## src/rtl/interval_timer_ctrl_if.sv

```systemverilog
// ============================================================================
// Module   : interval_timer_ctrl_if
// Brief    : Handshake bundle between the light-sequence FSM and the interval
//            timer: parameter programming, timer start and timer status.
// Revision : 1.0 - initial release
// ============================================================================
`default_nettype none

interface interval_timer_ctrl_if #(
  parameter int VAL_W = 4
) ();
  logic             Prog_Sync;
  logic [1:0]       Sel;
  logic [VAL_W-1:0] Value;
  logic [1:0]       interval;
  logic             start_timer;
  logic             expired;
  logic             Busy;
  logic             Sec_Tick;
  logic [VAL_W-1:0] Remaining;

  modport master (
    output Prog_Sync, Sel, Value, interval, start_timer,
    input  expired, Busy, Sec_Tick, Remaining
  );

  modport slave (
    input  Prog_Sync, Sel, Value, interval, start_timer,
    output expired, Busy, Sec_Tick, Remaining
  );
endinterface

`default_nettype wire

```

## src/rtl/interval_timer_ctrl.sv

```systemverilog
// ============================================================================
// Module   : interval_timer_ctrl
// Brief    : Programmable interval timer with base/extended/yellow duration
//            store and one-second prescaler for the traffic light controller.
// Revision : 1.0 - initial release
// ============================================================================
`default_nettype none

module interval_timer_ctrl #(
  parameter int CLK_PER_SEC = 4,
  parameter int VAL_W       = 4,
  parameter int DEF_BASE    = 6,
  parameter int DEF_EXT     = 3,
  parameter int DEF_YEL     = 2
) (
  input  wire logic          clk,
  input  wire logic          Reset_n,
  interval_timer_ctrl_if.slave bus
);

  localparam int               c_PW         = (CLK_PER_SEC > 1) ? $clog2(CLK_PER_SEC) : 1;
  localparam logic [c_PW-1:0]  c_PRESC_LAST = c_PW'(CLK_PER_SEC - 1);
  localparam logic [c_PW-1:0]  c_PRESC_ONE  = c_PW'(1);
  localparam logic [VAL_W-1:0] c_DEF_BASE   = VAL_W'(DEF_BASE);
  localparam logic [VAL_W-1:0] c_DEF_EXT    = VAL_W'(DEF_EXT);
  localparam logic [VAL_W-1:0] c_DEF_YEL    = VAL_W'(DEF_YEL);
  localparam logic [VAL_W-1:0] c_VAL_ZERO   = '0;
  localparam logic [VAL_W-1:0] c_VAL_ONE    = VAL_W'(1);

  typedef enum logic [0:0] {
    IDLE  = 1'b0,
    COUNT = 1'b1
  } state_t;

  state_t           r_state,     w_state_nxt;
  logic [c_PW-1:0]  r_presc,     w_presc_nxt;
  logic [VAL_W-1:0] r_remaining, w_remaining_nxt;
  logic [VAL_W-1:0] r_base,      w_base_nxt;
  logic [VAL_W-1:0] r_ext,       w_ext_nxt;
  logic [VAL_W-1:0] r_yel,       w_yel_nxt;
  logic             r_expired,   w_expired_nxt;
  logic             r_sec_tick,  w_sec_tick_nxt;
  logic             r_busy;
  logic [VAL_W-1:0] w_sel_param;
  logic             w_value_zero;

  always_ff @(posedge clk or negedge Reset_n) begin
    if (!Reset_n) begin
      r_state     <= IDLE;
      r_presc     <= '0;
      r_remaining <= '0;
      r_base      <= c_DEF_BASE;
      r_ext       <= c_DEF_EXT;
      r_yel       <= c_DEF_YEL;
      r_expired   <= 1'b0;
      r_sec_tick  <= 1'b0;
      r_busy      <= 1'b0;
    end else begin
      r_state     <= w_state_nxt;
      r_presc     <= w_presc_nxt;
      r_remaining <= w_remaining_nxt;
      r_base      <= w_base_nxt;
      r_ext       <= w_ext_nxt;
      r_yel       <= w_yel_nxt;
      r_expired   <= w_expired_nxt;
      r_sec_tick  <= w_sec_tick_nxt;
      r_busy      <= (w_state_nxt == COUNT);
    end
  end

  // Interval code 11 is not a real phase; it falls back to the base duration.
  always_comb begin
    w_sel_param = r_base;
    case (bus.interval)
      2'b01:   w_sel_param = r_ext;
      2'b10:   w_sel_param = r_yel;
      default: w_sel_param = r_base;
    endcase
  end

  assign w_value_zero = (bus.Value == c_VAL_ZERO);

  always_comb begin
    w_state_nxt     = r_state;
    w_presc_nxt     = r_presc;
    w_remaining_nxt = r_remaining;
    w_base_nxt      = r_base;
    w_ext_nxt       = r_ext;
    w_yel_nxt       = r_yel;
    w_expired_nxt   = 1'b0;
    w_sec_tick_nxt  = 1'b0;

    if (bus.Prog_Sync) begin
      // Reprogramming invalidates any running interval, so the count is dropped.
      case (bus.Sel)
        2'b00:   w_base_nxt = w_value_zero ? c_DEF_BASE : bus.Value;
        2'b01:   w_ext_nxt  = w_value_zero ? c_DEF_EXT  : bus.Value;
        2'b10:   w_yel_nxt  = w_value_zero ? c_DEF_YEL  : bus.Value;
        default: ;
      endcase
      w_state_nxt     = IDLE;
      w_presc_nxt     = '0;
      w_remaining_nxt = '0;
    end else if (bus.start_timer) begin
      w_state_nxt     = COUNT;
      w_presc_nxt     = '0;
      w_remaining_nxt = w_sel_param;
    end else if (r_state == COUNT) begin
      if (r_presc == c_PRESC_LAST) begin
        w_presc_nxt     = '0;
        w_sec_tick_nxt  = 1'b1;
        // A zero load would otherwise wrap; treat it as finishing on this tick.
        if (r_remaining <= c_VAL_ONE) begin
          w_remaining_nxt = '0;
          w_expired_nxt   = 1'b1;
          w_state_nxt     = IDLE;
        end else begin
          w_remaining_nxt = r_remaining - c_VAL_ONE;
        end
      end else begin
        w_presc_nxt = r_presc + c_PRESC_ONE;
      end
    end
  end

  assign bus.expired   = r_expired;
  assign bus.Busy      = r_busy;
  assign bus.Sec_Tick  = r_sec_tick;
  assign bus.Remaining = r_remaining;

endmodule

`default_nettype wire

```

## src/flat_wrapper.sv

```systemverilog
// flat-port wrapper written by rule: the top's interface ports become plain ports
module interval_timer_ctrl_flat 
#(
  parameter int CLK_PER_SEC = 4,
  parameter int VAL_W       = 4,
  parameter int DEF_BASE    = 6,
  parameter int DEF_EXT     = 3,
  parameter int DEF_YEL     = 2
)
  (clk, Reset_n, bus_Prog_Sync, bus_Sel, bus_Value, bus_interval, bus_start_timer, bus_expired, bus_Busy, bus_Sec_Tick, bus_Remaining);
  interval_timer_ctrl_if #(.VAL_W(VAL_W)) bus_i ();
  input  wire logic clk;
  input  wire logic Reset_n;
  input wire logic [$bits(bus_i.Prog_Sync)-1:0] bus_Prog_Sync;
  input wire logic [$bits(bus_i.Sel)-1:0] bus_Sel;
  input wire logic [$bits(bus_i.Value)-1:0] bus_Value;
  input wire logic [$bits(bus_i.interval)-1:0] bus_interval;
  input wire logic [$bits(bus_i.start_timer)-1:0] bus_start_timer;
  output wire logic [$bits(bus_i.expired)-1:0] bus_expired;
  output wire logic [$bits(bus_i.Busy)-1:0] bus_Busy;
  output wire logic [$bits(bus_i.Sec_Tick)-1:0] bus_Sec_Tick;
  output wire logic [$bits(bus_i.Remaining)-1:0] bus_Remaining;
  assign bus_i.Prog_Sync = bus_Prog_Sync;
  assign bus_i.Sel = bus_Sel;
  assign bus_i.Value = bus_Value;
  assign bus_i.interval = bus_interval;
  assign bus_i.start_timer = bus_start_timer;
  assign bus_expired = bus_i.expired;
  assign bus_Busy = bus_i.Busy;
  assign bus_Sec_Tick = bus_i.Sec_Tick;
  assign bus_Remaining = bus_i.Remaining;
  interval_timer_ctrl #(.CLK_PER_SEC(CLK_PER_SEC), .VAL_W(VAL_W), .DEF_BASE(DEF_BASE), .DEF_EXT(DEF_EXT), .DEF_YEL(DEF_YEL)) u_core (.clk(clk), .Reset_n(Reset_n), .bus(bus_i));
endmodule
```

## config.mk

```make
export PLATFORM = sky130hd
export DESIGN_NAME = interval_timer_ctrl_flat
export DESIGN_NICKNAME = d
export VERILOG_FILES = /design/src/rtl/interval_timer_ctrl_if.sv /design/src/rtl/interval_timer_ctrl.sv /design/src/flat_wrapper.sv
export SDC_FILE = /design/constraint.sdc
export NUM_CORES = 1
export LEC_CHECK = 0
export CORE_MARGIN = 8
export CORE_UTILIZATION = 48
export DETAILED_ROUTE_END_ITERATION = 8
export PLACE_DENSITY_LB_ADDON = 0.3
export SETUP_SLACK_MARGIN = 0.5
export SLEW_MARGIN = 20
export SYNTH_ARGS = -nofsm -noshare
export SYNTH_HDL_FRONTEND = slang
export SYNTH_SLANG_ARGS = --single-unit
```

## constraint.sdc

```tcl
create_clock -name clk -period 2.9 [get_ports clk]
set_input_delay 0.29 -clock clk [delete_from_list [all_inputs] [get_ports clk]]
set_output_delay 0.29 -clock clk [all_outputs]
set_load 0.01 [all_outputs]
```

==> impl_metrics.xml, run 1 <==
<?xml version="1.0" encoding="UTF-8"?>
<metrics>
  <group name="run_status">
    <metric name="outcome" unit="">completed</metric>
  </group>
  <group name="setup_path">
    <metric name="worst_setup_path_start_kind" unit="">flip-flop</metric>
    <metric name="reg2reg_to" unit="">u_core.bus.Remaining[0]$_DFFE_PN0P_</metric>
    <metric name="master_of_the_slowest_instance_on_the_critical_path" unit="">clkdlybuf4s50_1</metric>
    <metric name="crit_required" unit="ns">2.61</metric>
    <metric name="reg2reg_slack" unit="ns">1.29</metric>
    <metric name="worst_path_dominant_cell_family" unit="">buffers and inverters</metric>
    <metric name="r2r_cells" unit="">5</metric>
    <metric name="path_cells" unit="">clkdlybuf4s50_1</metric>
    <metric name="critical_path_arrival" unit="ns">1.44</metric>
    <metric name="worst-path-buf-inv" unit="">1</metric>
    <metric name="max_fanout_on_critical_path" unit="">8</metric>
    <metric name="critPathMaxStageDelay" unit="ns">0.60</metric>
    <metric name="r2r-start" unit="">u_core.bus.Remaining[0]$_DFFE_PN0P_</metric>
    <metric name="critical_path_class" unit="">flip-flop to output port</metric>
    <metric name="setup.worst_path.end_class" unit="">output port</metric>
  </group>
  <group name="timing">
    <metric name="final_period_util" unit="%">59.71</metric>
    <metric name="timing.final.setup_violations" unit="">0</metric>
    <metric name="fmax" unit="MHz">577.5</metric>
    <metric name="whs" unit="ns">0.4947</metric>
    <metric name="setup_repair_after_global_routing_missed_its_margin" unit="">no</metric>
    <metric name="final-hold-violation-count" unit="">0</metric>
    <metric name="fin_skew" unit="ns">0.002820</metric>
    <metric name="maxSlewHeadroom" unit="%">36.46</metric>
    <metric name="period_minus_ws_final" unit="ns">1.732</metric>
    <metric name="worstMarginPinSlew" unit="ns">0.9501</metric>
    <metric name="timing_max_transition_violations_final" unit="">0</metric>
    <metric name="fin_setup_tns" unit="ns">0</metric>
  </group>
  <group name="floorplanning">
    <metric name="num_rows" unit="">18</metric>
    <metric name="floorplan.die.width" unit="um">65.21</metric>
    <metric name="coreArea" unit="sq mm">0.002387</metric>
    <metric name="die_area" unit="sq mm">0.004252</metric>
    <metric name="top_level_ports" unit="">19</metric>
    <metric name="start_util" unit="%">48.69</metric>
    <metric name="vert_die_dim" unit="um">65.21</metric>
  </group>
  <group name="placement">
    <metric name="placement.io_buffers" unit="">18</metric>
    <metric name="dpl.hpwl" unit="mm">1.815</metric>
    <metric name="gpl.final_weighted_congestion" unit="">0.7560</metric>
    <metric name="placement_cell_area" unit="sq mm">0.001350</metric>
  </group>
  <group name="grt">
    <metric name="vias_in_the_first_global_route" unit="">903</metric>
    <metric name="globalRoute.totalOverflow" unit="">0</metric>
    <metric name="grt_max_degree" unit="">22</metric>
    <metric name="grt_use_total" unit="%">12.14</metric>
    <metric name="global_route_wire_length_before_repair" unit="mm">4.181</metric>
    <metric name="grt_antenna_before_repair" unit="">0</metric>
  </group>
  <group name="final_layout">
    <metric name="fin_nets" unit="">139</metric>
    <metric name="num-fill-cells" unit="">224</metric>
    <metric name="drive_gt1_share" unit="%">15.70</metric>
    <metric name="antennaDiodeCount" unit="">0</metric>
    <metric name="final_area" unit="sq mm">0.001376</metric>
    <metric name="flow.area_growth_from_synthesis" unit="%">18.41</metric>
  </group>
  <group name="synth">
    <metric name="synth_flop_type" unit="">dfrtp_1</metric>
    <metric name="number_of_instances_in_the_synthesized_netlist" unit="">102</metric>
    <metric name="avgSynthCellArea" unit="sq um">11.40</metric>
    <metric name="post_synth_num_cell_types" unit="">36</metric>
    <metric name="synth_top_area_cell" unit="">dfrtp_1</metric>
    <metric name="synth.cell_area" unit="sq mm">0.001162</metric>
    <metric name="synth.yosys.seq_area_share" unit="%">45.75</metric>
    <metric name="synth-edff-count" unit="">0</metric>
    <metric name="netlist.area_leader.share" unit="%">34.45</metric>
    <metric name="yosys_warnings" unit="">0</metric>
    <metric name="postSynthNetCount" unit="">119</metric>
    <metric name="synthArstFlopShare" unit="%">100.0</metric>
    <metric name="synthTopCellsByArea" unit="">dfrtp_1, dfstp_2, mux2_1</metric>
    <metric name="synth-seq-cells" unit="">21</metric>
  </group>
  <group name="hold_path">
    <metric name="min_from" unit="">u_core.r_yel[1]$_DFFE_PN1P_</metric>
    <metric name="holdPathEnd" unit="">u_core.r_yel[1]$_DFFE_PN1P_</metric>
    <metric name="hold_class" unit="">flip-flop to flip-flop</metric>
    <metric name="holdPathStages" unit="">2</metric>
  </group>
  <group name="route">
    <metric name="route.detailed.wl_per_inst" unit="um">15.30</metric>
    <metric name="dr_total_vias" unit="">853</metric>
    <metric name="drt_pass1_iterations" unit="">4</metric>
    <metric name="drc" unit="">0</metric>
    <metric name="vias_per_cell" unit="">5.649</metric>
    <metric name="detailedRoute.firstIterationViolations" unit="">58</metric>
    <metric name="drt-total-wl" unit="mm">2.311</metric>
    <metric name="drtAntennaViolNets" unit="">0</metric>
  </group>
  <group name="power_and_ir_drop">
    <metric name="static-leakage-power" unit="nW">0.5838</metric>
    <metric name="powerDensity" unit="mW/mm^2">467.5</metric>
    <metric name="total_power" unit="mW">0.6434</metric>
    <metric name="worst_voltage_drop_across_the_vdd_grid" unit="mV">0.3169</metric>
  </group>
  <group name="clock_tree">
    <metric name="cts_root_buffer" unit="">clkbuf_4</metric>
    <metric name="post_cts_hold_buffer_count" unit="">0</metric>
    <metric name="max_root_sink_buffers" unit="">2</metric>
    <metric name="post_cts.repair.setup_buffers" unit="">0</metric>
    <metric name="cts_tree" unit="">built</metric>
    <metric name="clkLatencyLatePin" unit="ns">0.30</metric>
    <metric name="htree_levels" unit="">1</metric>
    <metric name="clkTransAtPathRegs" unit="ns">0.11</metric>
    <metric name="cts_resized" unit="">0</metric>
    <metric name="clock_sinks" unit="">21</metric>
    <metric name="number_of_buffers_created_by_cts" unit="">3</metric>
  </group>
  <group name="run">
    <metric name="maxCapViolations" unit="">0</metric>
  </group>
</metrics>
power breakdown:
part	internal [mW]	switching [mW]	total, mW
Clock	0.0536	0.0857	0.139
Sequential	0.338	0.0282	0.366
Combinational	0.0706	0.0672	0.138
per-layer routing:
metal | up-vias | wire (um) | global-route usage [%]
met2 | 17 | 1147 | 20.42
met5 | - | 0 | 0
met1 | 417 | 1027 | 14.23
li1 | 415 | - | -
met4 | 0 | 20 | 4.632
met3 | 4 | 114 | 3.571
cell type report:
class / count / area (sq um) / area share [%]
clock buffers: 4 / 26.28 / 1.909
inverters: 8 / 30.03 / 2.182
multi-input cells: 70 / 570.5 / 41.45
flip-flops and latches: 21 / 531.8 / 38.64
well taps: 30 / 37.54 / 2.727
repair buffers: 18 / 180.2 / 13.09
registers in the layout, indices dropped and copies added (netlist names):
name	flops
u_core.r_ext	4
u_core.bus.Sec_Tick	1
u_core.bus.expired	1
u_core.r_presc	2
u_core.r_state	1
u_core.r_yel	4
u_core.r_base	4
u_core.bus.Remaining	4
how the worst max path moves through the flow:
stage | startpoint | slack, ns | cells past startpoint | endpoint
finish | u_core.r_state$_DFF_PN0_ | 1.17 | 1 | bus_Busy
global route | u_core.r_state$_DFF_PN0_ | 1.09 | 1 | bus_Busy
global placement | bus_Prog_Sync | 0.94 | 3 | u_core.r_base[3]$_DFFE_PN0P_
CTS | u_core.r_state$_DFF_PN0_ | 1.15 | 1 | bus_Busy
floorplan | u_core.bus.Remaining[0]$_DFFE_PN0P_ | 1.49 | 5 | u_core.bus.Remaining[0]$_DFFE_PN0P_
detailed placement | bus_Prog_Sync | 0.88 | 3 | u_core.r_base[0]$_DFFE_PN0P_
synthesized netlist by cell type (3+ instances only):
cell type,count
dfrtp_1,16
inv_1,7
mux2_1,7
nor3_1,7
nor2_1,6
a21oi_1,5
dfstp_2,5
ha_1,5
nand2_1,5
o21ai_0,5
a221oi_1,3
placed cells by master (no fill, tap or decap), types with 5 or more instances in the layout:
cell,Yosys,routed
clkdlybuf4s50_1,0,18
dfrtp_1,16,16
inv_1,7,7
nor3_1,7,7
mux2_1,7,7
nor2_1,6,6
a21oi_1,5,5
nand2_1,5,5
o21ai_0,5,5
ha_1,5,5
dfstp_2,5,5
logic make-up after synthesis:
family / after synthesis / synth area share, %
xor+xnor: 1 / 0.7536
fa+ha+maj: 5 / 5.382
simple gates: 30 / 17.12
flops: 21 / 45.75
buf+inv: 11 / 5.167
compound gates: 26 / 18.19
mux: 8 / 7.643
through the flow:
stage	utilization, %	instances	worst slack, ns
3_5_place_dp	56.55	147	0.8806
2_1_floorplan	-	102	1.495
4_1_cts	57.65	151	1.150
6_report	57.65	151	1.168
3_3_place_gp	56.55	147	0.9394
5_1_grt	57.65	151	1.093
Power figures use the tool's default switching activity.
==> run 2, diff against run 1 <==
Settings changed: CORE_UTILIZATION 48 to 47.
Clock period 2.9 ns to 1.4 ns, I/O delays scaled along.
==> run 2 against run 1 <==
Against the previous run: via count rose by 12%; count of clock-buffer cells in the layout did not move; flip-flop and latch count did not move; sequential power rose by 110%; sequential share of layout area fell by 6.5 points; die area rose by 1.6%; total power rose by 130%; design area rose by 21%; global-route usage rose by 1.4 points; wire length rose by 17%; critical endpoint is now u_core.bus.Remaining[0]$_DFFE_PN0P_; highest routed layer unchanged.
==> impl_metrics.xml, run 2 (synthesis results as in run 1) <==
<?xml version="1.0" encoding="UTF-8"?>
<metrics>
  <group name="final_layout">
    <metric name="most_used_cells_in_the_layout_excluding_fill_and_tap_cells" unit="">buf_4, dfrtp_1, nor3_1</metric>
    <metric name="final_common_cell" unit="">buf_4</metric>
    <metric name="flow.area_growth_from_synthesis" unit="%">43.81</metric>
    <metric name="num-fill-cells" unit="">172</metric>
    <metric name="drive_gt1_share" unit="%">47.95</metric>
    <metric name="finalCoreUtilization" unit="%">69.37</metric>
    <metric name="final_area" unit="sq mm">0.001672</metric>
    <metric name="fin_nets" unit="">164</metric>
    <metric name="antennaDiodeCount" unit="">0</metric>
  </group>
  <group name="timing">
    <metric name="fin_skew" unit="ns">0.002479</metric>
    <metric name="setup_repair_after_global_routing_missed_its_margin" unit="">yes</metric>
    <metric name="timing.final.setup_violations" unit="">0</metric>
    <metric name="final-hold-violation-count" unit="">0</metric>
    <metric name="timing_max_transition_violations_final" unit="">0</metric>
    <metric name="fin_setup_tns" unit="ns">0</metric>
    <metric name="period_minus_ws_final" unit="ns">1.328</metric>
    <metric name="whs" unit="ns">0.1589</metric>
    <metric name="fmax" unit="MHz">752.9</metric>
    <metric name="final_period_util" unit="%">94.87</metric>
    <metric name="maxSlewHeadroom" unit="%">76.53</metric>
    <metric name="worstMarginPinSlew" unit="ns">0.3520</metric>
  </group>
  <group name="placement">
    <metric name="placement_cell_area" unit="sq mm">0.001478</metric>
    <metric name="dpl.hpwl" unit="mm">2.013</metric>
    <metric name="placement.io_buffers" unit="">18</metric>
    <metric name="gpl.final_weighted_congestion" unit="">0.8330</metric>
  </group>
  <group name="floorplanning">
    <metric name="floorplan.die.width" unit="um">65.73</metric>
    <metric name="coreArea" unit="sq mm">0.002410</metric>
    <metric name="start_util" unit="%">48.23</metric>
    <metric name="vert_die_dim" unit="um">65.73</metric>
    <metric name="die_area" unit="sq mm">0.004320</metric>
    <metric name="top_level_ports" unit="">19</metric>
    <metric name="num_rows" unit="">18</metric>
  </group>
  <group name="route">
    <metric name="drt_pass1_iterations" unit="">4</metric>
    <metric name="dr_total_vias" unit="">959</metric>
    <metric name="vias_per_cell" unit="">5.449</metric>
    <metric name="route.detailed.wl_per_inst" unit="um">15.41</metric>
    <metric name="drt-total-wl" unit="mm">2.713</metric>
    <metric name="drtAntennaViolNets" unit="">0</metric>
    <metric name="detailedRoute.firstIterationViolations" unit="">44</metric>
    <metric name="drc" unit="">0</metric>
  </group>
  <group name="setup_path">
    <metric name="reg2reg_to" unit="">u_core.bus.Remaining[0]$_DFFE_PN0P_</metric>
    <metric name="critical_path_class" unit="">flip-flop to flip-flop</metric>
    <metric name="critical_path_arrival" unit="ns">1.55</metric>
    <metric name="r2r-start" unit="">u_core.bus.Remaining[0]$_DFFE_PN0P_</metric>
    <metric name="reg2reg_slack" unit="ns">0.07</metric>
    <metric name="setup.worst_path.end_class" unit="">flip-flop</metric>
    <metric name="r2r_cells" unit="">5</metric>
    <metric name="max_fanout_on_critical_path" unit="">4</metric>
    <metric name="timing.critical_path.to" unit="">u_core.bus.Remaining[0]$_DFFE_PN0P_</metric>
    <metric name="worst_setup_path_start_kind" unit="">flip-flop</metric>
    <metric name="critPathLaunch" unit="">u_core.bus.Remaining[0]$_DFFE_PN0P_</metric>
    <metric name="crit_required" unit="ns">1.62</metric>
  </group>
  <group name="grt">
    <metric name="globalRoute.totalOverflow" unit="">0</metric>
    <metric name="vias_in_the_first_global_route" unit="">1038</metric>
    <metric name="grt_use_total" unit="%">13.51</metric>
    <metric name="global_route_wire_length_before_repair" unit="mm">4.705</metric>
    <metric name="grt_antenna_before_repair" unit="">0</metric>
    <metric name="grt_max_degree" unit="">22</metric>
  </group>
  <group name="power_and_ir_drop">
    <metric name="powerDensity" unit="mW/mm^2">880.7</metric>
    <metric name="total_power" unit="mW">1.472</metric>
    <metric name="worst_voltage_drop_across_the_vdd_grid" unit="mV">0.8466</metric>
    <metric name="static-leakage-power" unit="nW">0.7858</metric>
  </group>
  <group name="clock_tree">
    <metric name="number_of_buffers_created_by_cts" unit="">3</metric>
    <metric name="max_root_sink_buffers" unit="">2</metric>
    <metric name="cts_tree" unit="">built</metric>
    <metric name="cts_root_buffer" unit="">clkbuf_4</metric>
    <metric name="clock_sinks" unit="">21</metric>
    <metric name="clkTransAtPathRegs" unit="ns">0.12</metric>
    <metric name="clkLatencyLatePin" unit="ns">0.31</metric>
    <metric name="htree_levels" unit="">1</metric>
  </group>
  <group name="run">
    <metric name="maxCapViolations" unit="">0</metric>
  </group>
  <group name="run_status">
    <metric name="outcome" unit="">completed</metric>
  </group>
  <group name="hold_path">
    <metric name="hold_class" unit="">primary input to asynchronous set/reset pin</metric>
  </group>
</metrics>
-- run 2: changes by cell type in the layout (fill, tap and decap cells not counted), moves of 3 or more --
cell,delta
buf_4,+23
clkdlybuf4s50_1,-15
buf_6,+5
ha_1,-5
buf_2,+4
dfrtp_1,-4
dfrtp_2,+4
dlygate4sd2_1,+4
dlymetal6s2s_1,+4
ha_4,+4
a221oi_1,-3
a221oi_2,+3
inv_1,-3
inv_2,+3
-- run 2: metrics by stage --
| stage | setup slack, ns | std cells |
|---|---|---|
| after floorplan | 0.1672 | 102 |
| after global placement | -0.2749 | 159 |
| after detailed placement | -0.3215 | 159 |
| after CTS | 0.07154 | 172 |
| after global routing | -0.0008428 | 176 |
| final | 0.07176 | 176 |
-- run 2: worst min path at each step --
stage,start,end,slack (ns)
after floorplan,Reset_n,u_core.bus.Remaining[0]$_DFFE_PN0P_,-0.16
after global placement,u_core.r_yel[1]$_DFFE_PN1P_,u_core.r_yel[1]$_DFFE_PN1P_,0.47
after detailed placement,u_core.r_yel[1]$_DFFE_PN1P_,u_core.r_yel[1]$_DFFE_PN1P_,0.47
after CTS,Reset_n,u_core.r_ext[2]$_DFFE_PN0P_,0.18
after global routing,Reset_n,u_core.bus.Remaining[2]$_DFFE_PN0P_,0.19
final,Reset_n,u_core.bus.Remaining[1]$_DFFE_PN0P_,0.16
-- run 2: where the power goes --
part	internal, mW	total [mW]	switching [mW]	leakage (nW)
clock network	0.111	0.304	0.192	0.0150
registers	0.702	0.756	0.0534	0.251
logic	0.224	0.413	0.189	0.520
total	1.04	1.47	0.435	0.786
-- run 2: critical path, cell delays in order (launching register included) --
cell       delay [ns]
dfrtp_2          0.43
inv_2            0.07
ha_4             0.17
nor2_4           0.15
o2111ai_1        0.14
a221oi_2         0.29
-- run 2: metal layers --
layer	vias up	global-route usage, %	share of wire [%]
li1	468	-	-
met4	0	4.360	1.7
met3	4	4.082	5.8
met5	-	0	0
met1	466	15.11	41
met2	21	23.75	51
-- run 2: cell type report --
class	instances	area, sq um	share of cell area, %
inverter	8	30.03	1.796
multi-input combinational	70	676.9	40.49
clock buffer	4	26.28	1.572
sequential	21	536.8	32.11
tap	30	37.54	2.246
timing repair buffer	43	364.1	21.78
-- run 2: what timing repair did --
action,4_1_cts,5_1_grt
setup buffers,9,4
hold buffers,0,0
pin swaps,7,3
setup endpoints to repair,28,19
gates resized for setup,35,23
